--- config.mk ---
export PLATFORM = sky130hd
export DESIGN_NAME = rcv_fifo_flat
export DESIGN_NICKNAME = d
export VERILOG_FILES = /design/src/rtl/rcv_fifo_if.sv /design/src/rtl/rcv_fifo.sv /design/src/flat_wrapper.sv
export SDC_FILE = /design/constraint.sdc
export NUM_CORES = 1
export LEC_CHECK = 0
export CAP_MARGIN = 20
export CORE_MARGIN = 5
export CORE_UTILIZATION = 64
export CTS_CLUSTER_SIZE = 20
export DETAILED_ROUTE_END_ITERATION = 7
export PLACE_DENSITY = 0.9
export SLEW_MARGIN = 5
export SYNTH_ARGS = -nofsm -noshare
export SYNTH_HDL_FRONTEND = slang
export SYNTH_SLANG_ARGS = --single-unit
--- constraint.sdc ---
create_clock -name clk -period 4 [get_ports clk]
set_input_delay 0.4 -clock clk [delete_from_list [all_inputs] [get_ports clk]]
set_output_delay 0.4 -clock clk [all_outputs]
set_load 0.01 [all_outputs]
--- src/rtl/rcv_fifo_if.sv ---
// ----------------------------------------------------------------------------
// rcv_fifo_if : receive-side bus between serial receiver/register file and rcv_fifo
// Revision    : 1.0
// ----------------------------------------------------------------------------
`default_nettype none

interface rcv_fifo_if #(
   parameter int DEPTH_LOG2 = 4
);
   logic                  sr_full;
   logic [7:0]            parallel_in;
   logic                  rd;
   logic                  ovr_clr;
   logic                  ready;
   logic [7:0]            data_out;
   logic [DEPTH_LOG2:0]   level;
   logic                  overrun;

   modport master (
      output sr_full, parallel_in, rd, ovr_clr,
      input  ready, data_out, level, overrun
   );

   modport slave (
      input  sr_full, parallel_in, rd, ovr_clr,
      output ready, data_out, level, overrun
   );
endinterface

`default_nettype wire

--- src/rtl/rcv_fifo.sv ---
// ----------------------------------------------------------------------------
// rcv_fifo : first-word-fall-through byte queue behind the serial receiver
// Revision : 1.0
// ----------------------------------------------------------------------------
`default_nettype none

module rcv_fifo #(
   parameter int DEPTH_LOG2 = 4
) (
   input  logic      clk,
   input  logic      rst_n,
   rcv_fifo_if.slave bus
);
   localparam int                  DEPTH      = 1 << DEPTH_LOG2;
   localparam logic [DEPTH_LOG2:0] FULL_LEVEL = (DEPTH_LOG2 + 1)'(DEPTH);
   localparam logic [DEPTH_LOG2:0] LEVEL_ONE  = (DEPTH_LOG2 + 1)'(1);
   localparam logic [DEPTH_LOG2-1:0] PTR_ONE  = (DEPTH_LOG2)'(1);

   logic [7:0]            mem [DEPTH];
   logic [DEPTH_LOG2-1:0] rd_ptr;
   logic [DEPTH_LOG2-1:0] wr_ptr;
   logic [DEPTH_LOG2:0]   level_q;
   logic [DEPTH_LOG2:0]   level_nxt;
   logic                  ready_q;
   logic                  overrun_q;
   logic                  sf_q;
   logic                  wr_ev;
   logic                  rd_ev;
   logic                  full;
   logic                  wr_acc;
   logic                  wr_drop;

   // A read on a full queue frees the slot the coincident write needs.
   always_comb begin
      wr_ev     = bus.sr_full & ~sf_q;
      rd_ev     = bus.rd & (level_q != '0);
      full      = (level_q == FULL_LEVEL);
      wr_acc    = wr_ev & (~full | rd_ev);
      wr_drop   = wr_ev & full & ~rd_ev;
      level_nxt = level_q;
      if (wr_acc && !rd_ev) begin
         level_nxt = level_q + LEVEL_ONE;
      end else if (rd_ev && !wr_acc) begin
         level_nxt = level_q - LEVEL_ONE;
      end
   end

   // Edge detector resets high so a strobe held across reset release is ignored.
   always_ff @(posedge clk) begin
      if (!rst_n) begin
         sf_q      <= 1'b1;
         rd_ptr    <= '0;
         wr_ptr    <= '0;
         level_q   <= '0;
         ready_q   <= 1'b0;
         overrun_q <= 1'b0;
      end else begin
         sf_q    <= bus.sr_full;
         level_q <= level_nxt;
         ready_q <= (level_nxt != '0);
         if (wr_acc) begin
            wr_ptr <= wr_ptr + PTR_ONE;
         end
         if (rd_ev) begin
            rd_ptr <= rd_ptr + PTR_ONE;
         end
         if (wr_drop) begin
            overrun_q <= 1'b1;
         end else if (bus.ovr_clr) begin
            overrun_q <= 1'b0;
         end
      end
   end

   always_ff @(posedge clk) begin
      if (rst_n && wr_acc) begin
         mem[wr_ptr] <= bus.parallel_in;
      end
   end

   assign bus.ready    = ready_q;
   assign bus.level    = level_q;
   assign bus.overrun  = overrun_q;
   assign bus.data_out = (level_q != '0) ? mem[rd_ptr] : 8'h00;

endmodule

`default_nettype wire

--- src/flat_wrapper.sv ---
// flat-port wrapper written by rule: the top's interface ports become plain ports
module rcv_fifo_flat 
#(
   parameter int DEPTH_LOG2 = 4
)
  (clk, rst_n, bus_sr_full, bus_parallel_in, bus_rd, bus_ovr_clr, bus_ready, bus_data_out, bus_level, bus_overrun);
  rcv_fifo_if #(.DEPTH_LOG2(DEPTH_LOG2)) bus_i ();
  input  logic clk;
  input  logic rst_n;
  input wire logic [$bits(bus_i.sr_full)-1:0] bus_sr_full;
  input wire logic [$bits(bus_i.parallel_in)-1:0] bus_parallel_in;
  input wire logic [$bits(bus_i.rd)-1:0] bus_rd;
  input wire logic [$bits(bus_i.ovr_clr)-1:0] bus_ovr_clr;
  output wire logic [$bits(bus_i.ready)-1:0] bus_ready;
  output wire logic [$bits(bus_i.data_out)-1:0] bus_data_out;
  output wire logic [$bits(bus_i.level)-1:0] bus_level;
  output wire logic [$bits(bus_i.overrun)-1:0] bus_overrun;
  assign bus_i.sr_full = bus_sr_full;
  assign bus_i.parallel_in = bus_parallel_in;
  assign bus_i.rd = bus_rd;
  assign bus_i.ovr_clr = bus_ovr_clr;
  assign bus_ready = bus_i.ready;
  assign bus_data_out = bus_i.data_out;
  assign bus_level = bus_i.level;
  assign bus_overrun = bus_i.overrun;
  rcv_fifo #(.DEPTH_LOG2(DEPTH_LOG2)) u_core (.clk(clk), .rst_n(rst_n), .bus(bus_i));
endmodule
Word-level counts from Yosys, hierarchy flattened
Memory sizes are Yosys's and may differ from the RTL's. A register that Yosys moved wholly into a read port is not among the register bits.
Cells that the tools add are included.
Widths: inputs -> output; s select.
{"block": "word_totals", "ram_bits": 128, "inputBits": 13, "n_memories": 1, "output_inout_bits": 15, "word_cells": 38, "regBits": 16}
{"name": "u_core.mem", "depth": 16, "width": 8, "rd": 1, "rd_ports_with_merged_regs": 1, "wr": 1, "line_no": "rcv_fifo.sv:19", "rtl": "logic [7:0] mem [DEPTH];"}
{"block": "op_classes", "muxes": 9, "n_bitwise": 9, "eq_ne": 1, "add_sub_neg": 4, "reduce_logical": 8}
{"cell": "$mux 5", "count": 2}
{"cell": "$reduce_bool 5->1", "count": 2}
{"cell": "$add 4x1->4 const B", "count": 2}
{"cell": "$mux 4", "count": 2}
{"cell": "$mux 8", "count": 1}
{"cell": "$add 5x1->5 const B", "count": 1}
{"cell": "$and 1x1->1", "count": 5}
{"cell": "$eq 5x5->1 const B", "count": 1}
{"cell": "$sub 5x1->5 const B", "count": 1}
{"cell": "$mux 1", "count": 4}
{"cell": "$logic_and 1x1->1", "count": 3}
{"cell": "$not 1->1", "count": 3}
{"cell": "$logic_not 1->1", "count": 2}
{"cell": "$reduce_bool 2->1", "count": 1}
{"cell": "$or 1x1->1", "count": 1}

Depth between registers and ports, before layout
Gate-level depths: netlist of run 1.
{"block": "logic_depth", "depth_word": 9, "depth_mapped": 8}

Least setup slack after synthesis of run 1
No wires, ideal clock.
{"block": "synth_path", "path_kind": "register to register", "start": "reg u_core.level_q[0] (netlist: u_core.bus.level[0])", "end": "mem u_core.mem[3][0] (enable)", "arrival_ns": 2.007, "path_stages_with_launch": 7, "setup_slack_ns": 1.623, "n_path_buf": 0, "setup_ns": 0.370, "period_less_slack_ns": 2.377, "path_cell_list": "dfxtp_1 -> inv_1 -> ha_1 -> nor3b_1 -> a21oi_1 -> nand2_1 -> nor2_1"}
{"block": "synth_between", "elab_chain_cells": 7}
{"element": "from (decl)", "line_no": "rcv_fifo.sv:22", "rtl": "logic [DEPTH_LOG2:0] level_q;"}
{"element": "from (signal assigned)", "line_no": "rcv_fifo.sv:59", "rtl": "level_q <= level_nxt;"}
{"element": "$reduce_bool 5->1 or $eq 5x5->1 (tied branches)", "line_no": "rcv_fifo.sv:36, rcv_fifo.sv:37"}
{"element": "$and 1x1->1 or $not 1->1 (tied branches)", "line_no": "rcv_fifo.sv:36, rcv_fifo.sv:38"}
{"element": "$or 1x1->1 (*)", "line_no": "rcv_fifo.sv:38", "rtl": "wr_acc = wr_ev & (~full | rd_ev);"}
{"element": "$and 1x1->1 (*)", "line_no": "rcv_fifo.sv:38"}
{"element": "$logic_and 1x1->1 (*)", "line_no": "rcv_fifo.sv:76", "rtl": "if (rst_n && wr_acc) begin"}
{"element": "$mux 1 (*)", "line_no": "rcv_fifo.sv:76"}
{"element": "$mux 1 (implied by the code) (*)", "line_no": "rcv_fifo.sv:77", "rtl": "mem[wr_ptr] <= bus.parallel_in;"}
{"element": "to (decl)", "line_no": "rcv_fifo.sv:19"}
Every way passes the cells marked *; elsewhere a longest branch is shown, timed or not.

==> results of run 1 <==
==> final cells by class <==
type,count,area (µm²),area share [%]
Inverter,7,26.3,0.372
Clock inverter,14,165,2.34
Multi-Input combinational cell,155,1690,23.9
Sequential cell,148,4250,60.1
Clock buffer,18,418,5.92
Timing Repair Buffer,38,353,5.00
Tap cell,129,161,2.29
==> report_power, final <==
group | switching (W) | internal (W) | total, W
sequential | 0.0000981 | 0.00172 | 0.00182
combinational | 0.000502 | 0.000545 | 0.00105
clock | 0.000656 | 0.000909 | 0.00156
total | 0.00126 | 0.00317 | 0.00443
==> flip-flops by register name (all words and copies together) (netlist names), named ones only <==
signal / flops
u_core.bus.level: 5
u_core.bus.overrun: 1
u_core.bus.ready: 1
u_core.mem: 128
u_core.rd_ptr: 4
u_core.sf_q: 1
u_core.wr_ptr: 4
==> cell usage after synthesis, drive strengths merged (3+ instances only) <==
library cell | number | area [µm²]
edfxtp | 128 | 3840
mux4 | 40 | 991
nor2 | 35 | 131
dfxtp | 20 | 400
nand2 | 13 | 48.8
a21oi | 8 | 40.0
and2 | 8 | 50.1
buf | 8 | 72.6
clkbuf | 7 | 27.5
ha | 7 | 87.6
inv | 7 | 26.3
xnor2 | 5 | 43.8
xor2 | 5 | 43.8
nand3 | 3 | 15.0
nand4 | 3 | 18.8
o21ai | 3 | 15.0
==> logic make-up (layout without fill, tap and decap cells) <==
family                     after synthesis  in the layout  synth area share, %
AOI/OAI and AO/OA                       20             20                 2.15
xor gates and xnor gates                10             10                 1.45
adders and majority gates                7              7                 1.45
buffers and inverters                   22             77                 2.09
DFF                                    148            148                 70.0
muxes                                   42             42                 16.7
and+or+nand+nor                         76             76                 6.15
==> worst paths after layout <==
| kind | end | depth (start not counted) | slack [ps] | startpoint |
|---|---|---|---|---|
| min | u_core.bus.overrun | 2 | 500 | u_core.bus.overrun |
| max reg2reg | u_core.mem[12][6] | 6 | 970 | u_core.bus.level[0] |
| min reg2reg | u_core.bus.overrun | 2 | 500 | u_core.bus.overrun |
| max | bus_data_out[4] | 5 | 340 | flop |
==> critical path, stage by stage (launching register included) <==
cell	delay, ps
dfxtp_2	680
buf_4	320
mux4_1	590
mux4_2	480
and2_1	170
clkdlybuf4s50_1	490
==> layer usage <==
metal,part of all wire [%],routed length [µm]
met5,0,0
met4,2.9,381
met1,37,4900
met2,51,6640
met3,8.9,1170
==> metrics by stage <==
step	worst slack [ps]	hold slack, ps	area [µm²]	utilization [%]
finish	339	498	7060	76.4
detailed placement	861	494	6470	70.1
floorplan	1620	468	6060	-
global placement	950	473	6470	70.1
CTS	279	490	7060	76.4
global route	196	498	7060	76.4
==> reports/metrics.yaml, run 1 <==
viasPerCell: 6.42
cp_max_fo: 18
io_buffer_count: 27
required_ps: 3600
holdBufCountCts: 0
worstMarginPinSlew_ps: 953
dp_hpwl_um: 7890
finalPower_w: 0.00443
maxCapViolCount: 0
hold_viol: 0
start_kind: "flop"
wirelength_um: 13100
use_met3_pct: 6.78
cts_tree: "yes"
fmax_mhz: 273
place_inst: 477
drtIter0Drc: 421
worstSetupPathType: "flop to output pin"
final_cell_mix: "edfxtp_1, nor2_1, clkdlybuf4s50_1, mux4_1, dfxtp_1"
final_layout_size_suffix_gt1_share_pct: 16.3
antenna_found_initial: 0
cts-root-buf: "clkbuf_8"
synth_seq_cells: 148
clock-sinks: 148
fin_cells: 509
post-route-drc-count: 0
synth_cell_type_count: 40
synth_cells: 325
setup_viol_count_final: 0
tns_ps: 0
area_delta_synth_final_pct: 16.5
synth_fp_nets: 345
rsz0062_at_grt: "false"
grt_pass1_vias: 3263
grt_util_met2_pct: 40.1
worstSetupEndpointType: "output pin"
io_pins: 28
num-fill-cells: 485
final_common_cell: "edfxtp_1"
post_cts_buffers: 0
avgSynthCellArea_um2: 18.6
synth_edf_count: 128
fin_worst_skew_ps: 10.1
leakagePower_nw: 2.30
maxSlewViolCount: 0
vias: 3270
grt_pass1_wl_um: 20100
synth_warnings: 0
ys_async_sr_fraction_pct: 0
synth-seq-area-share_pct: 70.0
post-route-period-util_pct: 91.5
slew_headroom_pct: 36.3
grt_busiest_layer: "met2"
clk_latency_ps: 520
wl_per_cell_um: 25.7
outcome: "completed"
powerDensity_mw_per_mm2: 627
die_area_mm2: 0.0115
drt_pass1_iterations: 5
period_needed_ps: 3660
hold_path.class: "flop to flop"
cts_buffers: 17
gp_congestion: 0.837
die_w_um: 107
n_antenna_cell: 0
grt_use_total_pct: 25.1
core_mm2: 0.00924
row_count: 35
cts_resized: 0
synthFlopType: "edfxtp_1"
arrival_ps: 3260
clk_pin_slew_ps: 70
gr-total-overflow: 0
initial_core_util_pct: 65.6
cts_max_level: 4
ant_nets: 0
grt_max_degree: 33
cts_max_path_buffers: 2
layout.nets: 387
netlist_area_mm2: 0.00606
grt_use_met1_pct: 33.6
dieHeight_um: 107
irDropWorstVdd_mv: 0.402
No activity file was read; power rests on OpenSTA's default activity.
==> inputs of run 2 (changes only) <==
CORE_MARGIN = 8   (was 5)
CORE_UTILIZATION = 67   (was 64)
DONT_BUFFER_PORTS = 1   (was default)
PLACE_DENSITY = 0.89   (was 0.9)
==> reports/metrics.yaml, run 2 (synthesis gave the netlist of run 1 again) <==
layout.nets: 362  # was 387
clk_pin_slew_ps: 70  # about the same
vias: 3176  # was 3270
io_buffer_count: 0  # was 27
final_layout_size_suffix_gt1_share_pct: 15.2  # was 16.3%
row_count: 34  # was 35
final_cell_mix: "edfxtp_1, nor2_1, mux4_1, dfxtp_1"  # was edfxtp_1, nor2_1, clkdlybuf4s50_1, mux4_1, dfxtp_1
fin_worst_skew_ps: 11.5  # was 10.1 ps
holdBufCountCts: 11  # was 0
worstMarginPinSlew_ps: 862  # was 953 ps
cts_max_level: 4  # unchanged
leakagePower_nw: 2.21  # was 2.30 nW
wl_met2_um: 6260  # was 6640 µm
setup_viol_count_final: 0  # unchanged
drt_pass1_iterations: 5  # unchanged
r2r-start: "u_core.bus.level[0]"  # unchanged
gr-total-overflow: 0  # unchanged
wirelength_um: 12400  # was 13100 µm
grt_pass1_vias: 3211  # was 3263
r2r_setup_slack_ps: 770  # was 970 ps
cts_resized: 0  # unchanged
post-route-drc-count: 0  # unchanged
cts_tree: "yes"  # unchanged
powerDensity_mw_per_mm2: 626  # was 627 mW/mm²
required_ps: 3600  # about the same
regMostFlops: "u_core.mem"  # unchanged
fmax_mhz: 295  # was 273 MHz
drtIter0Drc: 331  # was 421
clk_latency_ps: 540  # was 520 ps
wl_per_cell_um: 26.7  # was 25.7 µm
maxCapViolCount: 0  # unchanged
post-route-period-util_pct: 84.6  # was 91.5%
rsz0062_at_grt: "false"  # unchanged
tns_ps: 0  # unchanged
maxSlewViolCount: 0  # unchanged
irDropWorstVdd_mv: 0.402  # about the same
largest_reg_flops: 128  # unchanged
post_cts_buffers: 0  # unchanged
arrival_ps: 2990  # was 3260 ps
core_mm2: 0.00876  # was 0.00924 mm²
area_delta_synth_final_pct: 12.5  # was 16.5%
reg2reg_to: "u_core.mem[7][0]"  # was u_core.mem[12][6]
grt_use_total_pct: 20.9  # was 25.1%
hold_path.class: "input pin to flop"  # was flop to flop
initial_core_util_pct: 69.1  # was 65.6%
worstSetupEndpointType: "output pin"  # unchanged
die_w_um: 111  # was 107 µm
top_layer: "met5"  # was met4
viasPerCell: 6.86  # was 6.42
cts_max_path_buffers: 2  # unchanged
hold_slack_ps: 61.9  # was 498 ps
dr_wl_met3_um: 949  # was 1170 µm
final_common_cell: "edfxtp_1"  # unchanged
worstSetupPathType: "flop to output pin"  # unchanged
wl_met1_um: 4730  # was 4900 µm
dp_hpwl_um: 7640  # was 7890 µm
cts_buffers: 17  # unchanged
slew_headroom_pct: 42.3  # was 36.3%
antenna_found_initial: 3  # was 0
ant_nets: 0  # unchanged
start_kind: "flop"  # unchanged
io_pins: 28  # unchanged
grt_max_degree: 33  # unchanged
outcome: "completed"  # unchanged
gp_congestion: 0.859  # was 0.837
clock-sinks: 148  # unchanged
critPathCapture: "bus_data_out[1]"  # was bus_data_out[4]
cts-root-buf: "clkbuf_8"  # unchanged
hold_viol: 0  # unchanged
n_antenna_cell: 0  # unchanged
dieHeight_um: 111  # was 107 µm
die_area_mm2: 0.0123  # was 0.0115 mm²
grt_pass1_wl_um: 18900  # was 20100 µm
cp_max_fo: 21  # was 18
period_needed_ps: 3390  # was 3660 ps
rr_worst_depth: 6  # unchanged
-- run 2: through the flow --
| stage | total power [W] | cell area (µm²) | setup WS [ps] | util [%] | std cells |
|---|---|---|---|---|---|
| 4_1_cts | 0.00429 | 6820 | 551 | 77.8 | 463 |
| 5_1_grt | 0.00441 | 6820 | 485 | 77.8 | 463 |
| 3_3_place_gp | 0.00262 | 6110 | 1150 | 69.7 | 420 |
| 6_report | 0.00426 | 6820 | 615 | 77.8 | 463 |
| 3_5_place_dp | 0.00266 | 6110 | 1010 | 69.7 | 420 |
| 2_1_floorplan | 0.00252 | 6060 | 1620 | - | 325 |
-- run 2: critical path, stage by stage (launching register included) --
cell and delay [ps]:
dfxtp_2 740, buf_4 370, mux4_1 620, mux4_2 500, and2_1 210
-- run 2: final cells by class --
| type | instances | area, µm² |
|---|---|---|
| well taps | 108 | 135 |
| repair buffers | 13 | 125 |
| clock inverters | 15 | 181 |
| inverters | 7 | 26.3 |
| clock buffers | 17 | 414 |
| flip-flops and latches | 148 | 4250 |
| fillers | 439 | 1950 |
| multi-input cells | 155 | 1690 |
-- run 2: routing by layer --
metal | track usage, % | up-vias
met5 | 0 | -
met4 | 9.69 | 6
met3 | 6.82 | 45
met2 | 33.6 | 181
met1 | 25.2 | 1598
li1 | - | 1346
-- run 2: worst min path at each step --
stage                     startpoint                 end  slack, ps  cells after the start
floorplan           u_core.rd_ptr[1]                flop        470                      2
global placement               rst_n         u_core.sf_q        480                      1
detailed placement             rst_n         u_core.sf_q        480                      1
CTS                      bus_ovr_clr  u_core.bus.overrun         40                      3
global route             bus_ovr_clr  u_core.bus.overrun         70                      3
finish                   bus_ovr_clr  u_core.bus.overrun         60                      3
-- run 2: power by group --
part	leakage, nW	switching, W	internal, W	total (W)
registers	1.31	0.000123	0.00172	0.00184
clock network	0.291	0.000706	0.000869	0.00157
logic	0.602	0.000448	0.000400	0.000848
total	2.21	0.00128	0.00299	0.00426
